`config.mk`:
```
export PLATFORM = sky130hd
export DESIGN_NAME = alu_flag_stage_flat
export DESIGN_NICKNAME = d
export VERILOG_FILES = /design/src/rtl/alu_flag_stage_pkg.sv /design/src/rtl/alu_flag_stage_if.sv /design/src/rtl/alu_flag_stage_br_cond.sv /design/src/rtl/alu_flag_stage.sv /design/src/flat_wrapper.sv
export SDC_FILE = /design/constraint.sdc
export NUM_CORES = 1
export LEC_CHECK = 0
export CORE_UTILIZATION = 45
export CTS_CLUSTER_SIZE = 25
export DETAILED_ROUTE_END_ITERATION = 6
export PLACE_DENSITY = 0.84
export SKIP_LAST_GASP = 1
export SYNTH_ARGS = -nofsm -noshare
export SYNTH_HDL_FRONTEND = slang
export SYNTH_SLANG_ARGS = --single-unit
```
`constraint.sdc`:
```
create_clock -name clk -period 4.83 [get_ports clk]
set_input_delay 0.7245 -clock clk [delete_from_list [all_inputs] [get_ports clk]]
set_output_delay 0.7245 -clock clk [all_outputs]
set_load 0.01 [all_outputs]
```
`src/rtl/alu_flag_stage_pkg.sv`:
```
// Shared types and constants for the EX/MEM flag stage.
// Opcode map, branch condition codes and flag bit positions.
package alu_flag_stage_pkg;

   localparam int DATA_W = 16;
   localparam int REG_W  = 4;
   localparam int OP_W   = 4;

   localparam int FLAG_N = 2;
   localparam int FLAG_V = 1;
   localparam int FLAG_Z = 0;

   typedef logic [2:0] flag_t;

   localparam logic [OP_W-1:0] OP_ADD = 4'b0000;
   localparam logic [OP_W-1:0] OP_SUB = 4'b0001;
   localparam logic [OP_W-1:0] OP_XOR = 4'b0010;
   localparam logic [OP_W-1:0] OP_SLL = 4'b0100;
   localparam logic [OP_W-1:0] OP_SRA = 4'b0101;
   localparam logic [OP_W-1:0] OP_ROR = 4'b0110;

   typedef enum logic [2:0] {
      CC_NE = 3'b000,
      CC_EQ = 3'b001,
      CC_GT = 3'b010,
      CC_LT = 3'b011,
      CC_GE = 3'b100,
      CC_LE = 3'b101,
      CC_VS = 3'b110,
      CC_AL = 3'b111
   } ccc_e;

   function automatic logic is_arith(input logic [OP_W-1:0] op);
      return (op == OP_ADD) || (op == OP_SUB);
   endfunction

   // Which flag bits an opcode is allowed to overwrite.
   function automatic flag_t flag_mask(input logic [OP_W-1:0] op);
      flag_t m;
      m = '0;
      case (op)
         OP_ADD, OP_SUB: m = 3'b111;
         OP_XOR, OP_SLL,
         OP_SRA, OP_ROR: m[FLAG_Z] = 1'b1;
         default: m = '0;
      endcase
      return m;
   endfunction

endpackage

```
`src/rtl/alu_flag_stage_if.sv`:
```
// EX-stage bundle in, EX/MEM pipeline register out.
// master drives the EX side, slave is the stage.
interface alu_flag_stage_if;
   import alu_flag_stage_pkg::*;

   logic              ex_valid;
   logic [OP_W-1:0]   ex_opcode;
   logic [DATA_W-1:0] ex_result;
   flag_t             ex_flag;
   logic              ex_wr_en;
   logic [REG_W-1:0]  ex_wr_reg;

   logic              mem_valid;
   logic [DATA_W-1:0] mem_result;
   logic              mem_wr_en;
   logic [REG_W-1:0]  mem_wr_reg;

   modport master (
      output ex_valid, ex_opcode, ex_result,
      output ex_flag, ex_wr_en, ex_wr_reg,
      input  mem_valid, mem_result,
      input  mem_wr_en, mem_wr_reg
   );

   modport slave (
      input  ex_valid, ex_opcode, ex_result,
      input  ex_flag, ex_wr_en, ex_wr_reg,
      output mem_valid, mem_result,
      output mem_wr_en, mem_wr_reg
   );

endinterface

```
`src/rtl/alu_flag_stage_br_cond.sv`:
```
// Branch condition evaluator: (ccc, {N,V,Z}) -> taken.
// Pure combinational, shared with the decode stage.
module alu_flag_stage_br_cond
   import alu_flag_stage_pkg::*;
(
   input  ccc_e  ccc,
   input  flag_t flags,
   output logic  taken
);

   logic n;
   logic v;
   logic z;

   assign n = flags[FLAG_N];
   assign v = flags[FLAG_V];
   assign z = flags[FLAG_Z];

   // Decode the condition code against the supplied flags.
   always_comb begin
      taken = 1'b0;
      unique case (ccc)
         CC_NE: taken = ~z;
         CC_EQ: taken = z;
         CC_GT: taken = ~z & ~n;
         CC_LT: taken = n;
         CC_GE: taken = z | (~z & ~n);
         CC_LE: taken = n | z;
         CC_VS: taken = v;
         CC_AL: taken = 1'b1;
      endcase
   end

endmodule

```
`src/rtl/alu_flag_stage.sv`:
```
// EX/MEM register with architectural flag update,
// same-cycle flag bypass to decode, and overflow counter.
module alu_flag_stage
   import alu_flag_stage_pkg::*;
#(
   parameter int CNT_W = 16
) (
   input  logic             clk,
   input  logic             rst,
   input  logic             stall,
   input  logic             flush,
   input  logic             br_eval,
   input  logic [2:0]       br_ccc,
   output flag_t            flag_q,
   output logic             br_taken,
   output logic [CNT_W-1:0] ovfl_count,
   alu_flag_stage_if.slave  ex_mem
);

   logic  commit;
   flag_t mask;
   flag_t flag_next;
   logic  ovfl_hit;
   logic  cond_taken;

   assign commit = ex_mem.ex_valid & ~stall & ~flush;
   assign mask   = flag_mask(ex_mem.ex_opcode);

   // Merge the opcode's writable flag bits over the current flags.
   always_comb begin
      flag_next = flag_q;
      if (commit)
         flag_next = (flag_q & ~mask) | (ex_mem.ex_flag & mask);
   end

   assign ovfl_hit = commit
                   & is_arith(ex_mem.ex_opcode)
                   & ex_mem.ex_flag[FLAG_V];

   alu_flag_stage_br_cond u_br_cond (
      .ccc   (ccc_e'(br_ccc)),
      .flags (flag_next),
      .taken (cond_taken)
   );

   assign br_taken = br_eval & cond_taken;

   // Flag register and saturating overflow counter.
   always_ff @(posedge clk) begin
      if (rst) begin
         flag_q     <= '0;
         ovfl_count <= '0;
      end else begin
         flag_q <= flag_next;
         if (ovfl_hit && !(&ovfl_count))
            ovfl_count <= ovfl_count + 1'b1;
      end
   end

   // EX/MEM pipeline register: flush squashes, stall holds.
   always_ff @(posedge clk) begin
      if (rst) begin
         ex_mem.mem_valid  <= 1'b0;
         ex_mem.mem_result <= '0;
         ex_mem.mem_wr_en  <= 1'b0;
         ex_mem.mem_wr_reg <= '0;
      end else if (flush) begin
         ex_mem.mem_valid <= 1'b0;
         ex_mem.mem_wr_en <= 1'b0;
      end else if (!stall) begin
         ex_mem.mem_valid  <= ex_mem.ex_valid;
         ex_mem.mem_result <= ex_mem.ex_result;
         ex_mem.mem_wr_en  <= ex_mem.ex_wr_en & ex_mem.ex_valid;
         ex_mem.mem_wr_reg <= ex_mem.ex_wr_reg;
      end
   end

endmodule

```
`src/flat_wrapper.sv`:
```
// flat-port wrapper written by rule: the top's interface ports become plain ports
module alu_flag_stage_flat import alu_flag_stage_pkg::*;
#(
   parameter int CNT_W = 16
)
  (clk, rst, stall, flush, br_eval, br_ccc, flag_q, br_taken, ovfl_count, ex_mem_ex_valid, ex_mem_ex_opcode, ex_mem_ex_result, ex_mem_ex_flag, ex_mem_ex_wr_en, ex_mem_ex_wr_reg, ex_mem_mem_valid, ex_mem_mem_result, ex_mem_mem_wr_en, ex_mem_mem_wr_reg);
  alu_flag_stage_if ex_mem_i ();
  input  logic clk;
  input  logic rst;
  input  logic stall;
  input  logic flush;
  input  logic br_eval;
  input  logic [2:0] br_ccc;
  output flag_t flag_q;
  output logic br_taken;
  output logic [CNT_W-1:0] ovfl_count;
  input wire logic [$bits(ex_mem_i.ex_valid)-1:0] ex_mem_ex_valid;
  input wire logic [$bits(ex_mem_i.ex_opcode)-1:0] ex_mem_ex_opcode;
  input wire logic [$bits(ex_mem_i.ex_result)-1:0] ex_mem_ex_result;
  input wire logic [$bits(ex_mem_i.ex_flag)-1:0] ex_mem_ex_flag;
  input wire logic [$bits(ex_mem_i.ex_wr_en)-1:0] ex_mem_ex_wr_en;
  input wire logic [$bits(ex_mem_i.ex_wr_reg)-1:0] ex_mem_ex_wr_reg;
  output wire logic [$bits(ex_mem_i.mem_valid)-1:0] ex_mem_mem_valid;
  output wire logic [$bits(ex_mem_i.mem_result)-1:0] ex_mem_mem_result;
  output wire logic [$bits(ex_mem_i.mem_wr_en)-1:0] ex_mem_mem_wr_en;
  output wire logic [$bits(ex_mem_i.mem_wr_reg)-1:0] ex_mem_mem_wr_reg;
  assign ex_mem_i.ex_valid = ex_mem_ex_valid;
  assign ex_mem_i.ex_opcode = ex_mem_ex_opcode;
  assign ex_mem_i.ex_result = ex_mem_ex_result;
  assign ex_mem_i.ex_flag = ex_mem_ex_flag;
  assign ex_mem_i.ex_wr_en = ex_mem_ex_wr_en;
  assign ex_mem_i.ex_wr_reg = ex_mem_ex_wr_reg;
  assign ex_mem_mem_valid = ex_mem_i.mem_valid;
  assign ex_mem_mem_result = ex_mem_i.mem_result;
  assign ex_mem_mem_wr_en = ex_mem_i.mem_wr_en;
  assign ex_mem_mem_wr_reg = ex_mem_i.mem_wr_reg;
  alu_flag_stage #(.CNT_W(CNT_W)) u_core (.clk(clk), .rst(rst), .stall(stall), .flush(flush), .br_eval(br_eval), .br_ccc(br_ccc), .flag_q(flag_q), .br_taken(br_taken), .ovfl_count(ovfl_count), .ex_mem(ex_mem_i));
endmodule
```
==> results of run 1 <==
worst max-delay path: stages:
cell	delay, ns
sky130_fd_sc_hd__clkdlybuf4s50_1	0.52
sky130_fd_sc_hd__nor4b_4	0.43
sky130_fd_sc_hd__nand2_1	0.18
sky130_fd_sc_hd__mux2i_1	0.29
sky130_fd_sc_hd__o221ai_1	0.17
sky130_fd_sc_hd__o31ai_1	0.27
sky130_fd_sc_hd__clkdlybuf4s50_1	0.58
stage by stage:
stage	setup WS, ns	hold WS (ns)
after floorplan	2.07	0.481
after global placement	0.976	0.441
after detailed placement	0.948	0.446
after CTS	0.929	0.458
after global routing	0.749	0.476
final	0.943	0.456
cells in the mapped netlist:
master / n / area share
sky130_fd_sc_hd__clkbuf_1: 7 / 0.014
sky130_fd_sc_hd__a211o_2: 1 / 0.0054
sky130_fd_sc_hd__a31o_2: 1 / 0.0048
sky130_fd_sc_hd__a21oi_1: 25 / 0.068
sky130_fd_sc_hd__or3_1: 2 / 0.0068
sky130_fd_sc_hd__nand4_1: 3 / 0.010
sky130_fd_sc_hd__o31ai_1: 2 / 0.0082
sky130_fd_sc_hd__nor4b_4: 2 / 0.026
sky130_fd_sc_hd__nand3_1: 6 / 0.016
sky130_fd_sc_hd__nand2b_1: 1 / 0.0034
sky130_fd_sc_hd__o2bb2ai_1: 1 / 0.0048
sky130_fd_sc_hd__nor2b_1: 4 / 0.014
sky130_fd_sc_hd__o221ai_1: 1 / 0.0048
sky130_fd_sc_hd__and2_1: 1 / 0.0034
sky130_fd_sc_hd__xor2_1: 1 / 0.0048
sky130_fd_sc_hd__dfxtp_1: 41 / 0.45
sky130_fd_sc_hd__nand4_2: 1 / 0.0068
sky130_fd_sc_hd__and3_2: 1 / 0.0041
sky130_fd_sc_hd__a211oi_1: 1 / 0.0041
sky130_fd_sc_hd__xnor2_1: 8 / 0.038
sky130_fd_sc_hd__o311ai_0: 1 / 0.0048
sky130_fd_sc_hd__or2_2: 1 / 0.0034
sky130_fd_sc_hd__and2b_2: 1 / 0.0048
sky130_fd_sc_hd__mux2_2: 6 / 0.037
sky130_fd_sc_hd__o211a_1: 1 / 0.0054
sky130_fd_sc_hd__and3_1: 5 / 0.017
sky130_fd_sc_hd__mux2i_1: 3 / 0.016
sky130_fd_sc_hd__a22oi_1: 1 / 0.0041
sky130_fd_sc_hd__nor4b_1: 1 / 0.0048
sky130_fd_sc_hd__and4_1: 2 / 0.0095
sky130_fd_sc_hd__inv_1: 4 / 0.0082
sky130_fd_sc_hd__a2111oi_2: 1 / 0.0082
sky130_fd_sc_hd__nor4_1: 1 / 0.0034
sky130_fd_sc_hd__nor3_1: 2 / 0.0054
sky130_fd_sc_hd__ha_1: 1 / 0.0068
sky130_fd_sc_hd__nor2_1: 21 / 0.043
sky130_fd_sc_hd__o2111ai_1: 1 / 0.0048
sky130_fd_sc_hd__nand2_1: 47 / 0.096
sky130_fd_sc_hd__a2111oi_4: 1 / 0.015
sky130_fd_sc_hd__buf_1: 2 / 0.0041
sky130_fd_sc_hd__buf_2: 2 / 0.0054
power by group:
part	internal (mW)	switching (mW)	total (mW)	leakage (nW)
Combinational	0.0519	0.0359	0.0878	0.626
Sequential	0.346	0.00386	0.350	0.333
Clock	0.205	0.118	0.323	0.0681
Total	0.603	0.158	0.761	1.03
cells by family (layout without fill, tap and decap cells):
| logic type | count (synthesis) | after routing | synth area share |
|---|---|---|---|
| AOI/OAI and AO/OA | 38 | 38 | 0.142 |
| and+or+nand+nor | 102 | 102 | 0.277 |
| muxes | 9 | 9 | 0.0530 |
| xor gates and xnor gates | 9 | 9 | 0.0428 |
| adders and majority gates | 1 | 1 | 0.00680 |
| DFF | 41 | 41 | 0.446 |
| buffers and inverters | 15 | 92 | 0.0320 |
area by class of cell:
type,instances,area (µm²),area share
flip-flops and latches,41,821,0.295
clock inverters,3,65.1,0.0233
multi-input cells,159,961,0.345
repair buffers,80,796,0.286
clock buffers,5,68.8,0.0247
inverters,4,15.0,0.00539
well taps,48,60.1,0.0216
routing by layer:
layer / vias up / global-route usage / wire [µm]
met5: - / 0 / 0
met4: 0 / 0.0798 / 60
met3: 7 / 0.0655 / 362
met2: 68 / 0.360 / 1940
met1: 792 / 0.243 / 1960
li1: 889 / - / -
path summary, 6_finish.rpt:
path | start | endpoint
setup reg to reg | u_core.ovfl_count[0]$_SDFFE_PP0P_ | u_core.ovfl_count[12]$_SDFFE_PP0P_
setup / recovery | stall | br_taken
hold reg to reg | u_core.ex_mem.mem_result[6]$_SDFFE_PP0P_ | u_core.ex_mem.mem_result[6]$_SDFFE_PP0P_
hold / removal | u_core.ex_mem.mem_result[6]$_SDFFE_PP0P_ | u_core.ex_mem.mem_result[6]$_SDFFE_PP0P_
==> results.yml, run 1 <==
cells_and_area:
  finish.net_count: 329
  final_common_cell: "sky130_fd_sc_hd__clkdlybuf4s50_1"
  area.growth.synth_to_final_pct: 51.4
  most_frequent_cells_in_the_layout: "sky130_fd_sc_hd__clkdlybuf4s50_1, sky130_fd_sc_hd__nand2_1, sky130_fd_sc_hd__dfxtp_1"
  postLayoutCoreUtil: 0.734
  final_design_area_no_fill_mm2: 0.00279
  drive_above_1_share: 0.0890
  n_antenna_cell: 0
  layout.filler_cells: 294
  layout.cells.non_filler: 340
routing:
  drt_pass1_iterations: 4
  route.antenna.remaining_nets: 0
  route.detailed.vias_per_inst: 5.16
  drt_iter0_markers: 63
  routed_wire_length_per_instance_um: 12.7
  route.final.wire_length_um: 4330
  route.detailed.drc: 0
  via_count: 1756
cts:
  tritoncts: "built"
  post_cts.repair.setup_buffers: 0
  cts.htree.levels: 2
  clock_path_buffers: 2
  cts.hold.buffers_added: 0
  worstSkewPairLatency_ns: 0.29
  cts-resized-gates: 0
  tritoncts.num_buffers: 5
  cts.root.buffer_cell: "sky130_fd_sc_hd__clkbuf_8"
  clkSlewWorstSetupHoldPaths_ns: 0.08
  cts_num_sinks: 41
timing:
  maxSlewViolCount: 0
  post-route-min-period_ns: 3.89
  timing.fmax_ghz: 0.257
  tns_setup_ns: 0
  rsz0062_at_grt: "no"
  final-setup-viol-count: 0
  final_min_period_over_clock_period: 0.805
  finClkSkew_ns: 0.00339
  timing.max_slew.rel_slack: 0.339
  worst_slew_pin_slew_ns: 0.988
  hold_viol: 0
global_routing:
  grt_max_degree: 29
  total_global_route_track_usage: 0.210
  number_of_antenna_violations_at_the_first_check_in_global_routing: 0
  grt_remaining_overflow: 0
  wire_length_of_the_first_global_routing_pass_um: 6890
  grt_pass1_vias: 1579
critical_path:
  crit_arrival_ns: 3.16
  cp-end-kind: "output pin"
  cp-start-kind: "input pin"
  crit_fanout: 6
  path_class: "input pin to output pin"
  rrSetupSlack_ns: 2.84
  timing.reg2reg.worst_path_depth: 6
  crit_required_ns: 4.11
logic_synthesis:
  synth_seq_area_share: 0.446
  synth_instances: 215
  synth_seq_cells: 41
  postSynthAreaPerCell_um2: 8.56
  netlist_area_mm2: 0.00184
  synth.distinct_cells: 41
  number_of_warnings_printed_during_yosys_synthesis: 0
  synth.net_count: 253
placed_design:
  placedCellCount: 332
  place_hpwl_um: 3130
  placement.io_buffers: 78
  placement.cell_area_mm2: 0.00265
  routabilityCongestion: 0.807
floorplanning:
  count_of_pins_on_the_block_boundary: 79
  rows: 22
  initial_utilization: 0.485
  floorplan.die.height_um: 66.0
  design.die.area_mm2: 0.00435
  die_w_um: 66.0
  core_area_mm2: 0.00380
pwr:
  power.leakage_nw: 1.03
  p_total_mw: 0.761
  pwr_density_cell_mw_per_mm2: 273
  vdd_drop_max_mv: 0.154
flow_run:
  max_cap_viols: 0
hold_path:
  worst_hold_path_stage_count: 2
  timing.hold.worst.class: "register to register"
outcome:
  outcome: "finished, final reports clean"
Note: power is estimated with default switching activity, not from simulation.
==> run 2, diff against run 1 <==
- CORE_UTILIZATION: 45 -> 38
- PLACE_DENSITY: 0.84 -> 0.76
- clock period: 4.83 -> 3.55 ns (I/O delays scaled with it)
==> run 2 against run 1 <==
- first-iteration DRC count is 30% higher
- clock power up 19%
- die area grew 18%
- wire length up 4.7%
- critical endpoint unchanged
- worst hold slack lost 0.0027 ns
==> results.yml, run 2 (synthesized netlist as in run 1, its figures left out) <==
critical_path:
  critical_path_buf_inv_count: 2
  path_cells: "clkdlybuf4s50_1, nor4b_4, nand2_1, mux2_2, a2111oi_4, o31ai_1, clkdlybuf4s50_1"
  rrSetupSlack_ns: 1.58
  crit_path_max_incr_delay_ns: 0.50
  crit_fanout: 4
  critPathMostFrequentCell: "sky130_fd_sc_hd__clkdlybuf4s50_1"
  crit_required_ns: 3.02
  crit_arrival_ns: 2.85
  cp-end-kind: "output pin"
  crit_path_top_delay_cell: "sky130_fd_sc_hd__clkdlybuf4s50_1"
  path_class: "input pin to output pin"
  critical_path.top_delay_family: "buffers and inverters"
  cp-start-kind: "input pin"
timing:
  tns_setup_ns: 0
  post-route-min-period_ns: 3.38
  hold_viol: 0
  rsz0062_at_grt: "no"
  worst_slew_pin_slew_ns: 0.878
  final-setup-viol-count: 0
  maxSlewViolCount: 0
  final_min_period_over_clock_period: 0.953
  finClkSkew_ns: 0.00680
  timing.fmax_ghz: 0.296
  timing.max_slew.rel_slack: 0.413
  post-route-worst-setup-slack_ns: 0.168
global_routing:
  grt_pass1_vias: 1556
  total_global_route_track_usage: 0.183
  grt_remaining_overflow: 0
  wire_length_of_the_first_global_routing_pass_um: 7270
  number_of_antenna_violations_at_the_first_check_in_global_routing: 0
  grt_max_degree: 26
placed_design:
  placement.io_buffers: 78
  place_hpwl_um: 3380
  placement.setup.worst_slack_ns: 0.122
  routabilityCongestion: 0.765
floorplanning:
  count_of_pins_on_the_block_boundary: 79
  initial_utilization: 0.409
  core_area_mm2: 0.00450
  rows: 24
  floorplan.die.height_um: 71.6
  die_w_um: 71.6
  design.die.area_mm2: 0.00513
outcome:
  outcome: "finished, final reports clean"
cts:
  worstSkewPairLatency_ns: 0.29
  tritoncts.num_buffers: 5
  cts-resized-gates: 0
  clock_path_buffers: 2
  cts_num_sinks: 41
  clkSlewWorstSetupHoldPaths_ns: 0.07
  cts.root.buffer_cell: "sky130_fd_sc_hd__clkbuf_8"
  post_cts.repair.setup_buffers: 0
  cts.hold.buffers_added: 0
  cts.htree.levels: 2
  tritoncts: "built"
cells_and_area:
  drive_above_1_share: 0.0952
  most_frequent_cells_in_the_layout: "sky130_fd_sc_hd__clkdlybuf4s50_1, sky130_fd_sc_hd__nand2_1, sky130_fd_sc_hd__dfxtp_1"
  final_common_cell: "sky130_fd_sc_hd__clkdlybuf4s50_1"
  n_antenna_cell: 0
  finish.net_count: 331
  area.growth.synth_to_final_pct: 51.7
  postLayoutCoreUtil: 0.620
flow_run:
  max_cap_viols: 0
pwr:
  pwr_density_cell_mw_per_mm2: 351
  vdd_drop_max_mv: 0.191
  power.leakage_nw: 1.02
routing:
  drt_pass1_iterations: 4
  via_count: 1754
  route.final.wire_length_um: 4530
  routed_wire_length_per_instance_um: 13.1
  route.detailed.vias_per_inst: 5.07
  route.antenna.remaining_nets: 0
  drt_iter0_markers: 82
  route.detailed.drc: 0
hold_path:
  timing.hold.worst.class: "register to register"
==> run 2: worst reg2reg max path, cell delays in order (launching register included) <==
cell and delay (ns):
sky130_fd_sc_hd__dfxtp_1 0.35, sky130_fd_sc_hd__ha_1 0.22, sky130_fd_sc_hd__and3_1 0.19, sky130_fd_sc_hd__and4_1 0.31, sky130_fd_sc_hd__nor4b_4 0.39, sky130_fd_sc_hd__nand3_1 0.13
sky130_fd_sc_hd__mux2_2 0.28
==> run 2: stage by stage <==
stage | cells | hold WS, ns | instance area (µm²) | power (mW)
2_1_floorplan | 215 | 0.481 | 1840 | 0.530
3_3_place_gp | 338 | 0.442 | 2670 | 0.607
3_5_place_dp | 338 | 0.446 | 2670 | 0.608
4_1_cts | 346 | 0.457 | 2790 | 0.993
5_1_grt | 346 | 0.470 | 2790 | 1.03
6_report | 346 | 0.453 | 2790 | 0.981
==> run 2: path summary, 6_finish.rpt <==
kind	from	endpoint	cells after the start
worst max register to register	u_core.ovfl_count[0]$_SDFFE_PP0P_	u_core.ovfl_count[12]$_SDFFE_PP0P_	6
worst min-delay path	u_core.ex_mem.mem_wr_reg[3]$_SDFFE_PP0P_	u_core.ex_mem.mem_wr_reg[3]$_SDFFE_PP0P_	2
worst max-delay path	stall	br_taken	7
worst min register to register	u_core.ex_mem.mem_wr_reg[3]$_SDFFE_PP0P_	u_core.ex_mem.mem_wr_reg[3]$_SDFFE_PP0P_	2
==> run 2: layout make-up <==
| type | count | area [µm²] |
|---|---|---|
| inverter | 4 | 15.0 |
| multi-input combinational | 159 | 965 |
| clock inverter | 1 | 30.0 |
| timing repair buffer | 82 | 811 |
| fill | 410 | 1710 |
| clock buffer | 7 | 86.3 |
| tap | 52 | 65.1 |
| sequential | 41 | 821 |
==> run 2: report_power, final <==
group / switching [mW] / total, mW / internal, mW
clock network: 0.155 / 0.384 / 0.229
logic: 0.0495 / 0.121 / 0.0716
registers: 0.00541 / 0.476 / 0.471
total: 0.209 / 0.981 / 0.772
==> run 2: layer usage <==
metal	global-route usage	vias up	part of all wire
met3	0.0563	4	0.066
met5	0	-	0
met1	0.231	786	0.46
met4	0.0654	0	0.0071
li1	-	897	-
met2	0.295	67	0.46
==> run 3, diff against run 2 <==
- HOLD_SLACK_MARGIN: default -> 0.08
- SKIP_LAST_GASP: 1 -> default
==> results of run 3 <==
Final layout, timing and power as in run 2 (identical DEF).
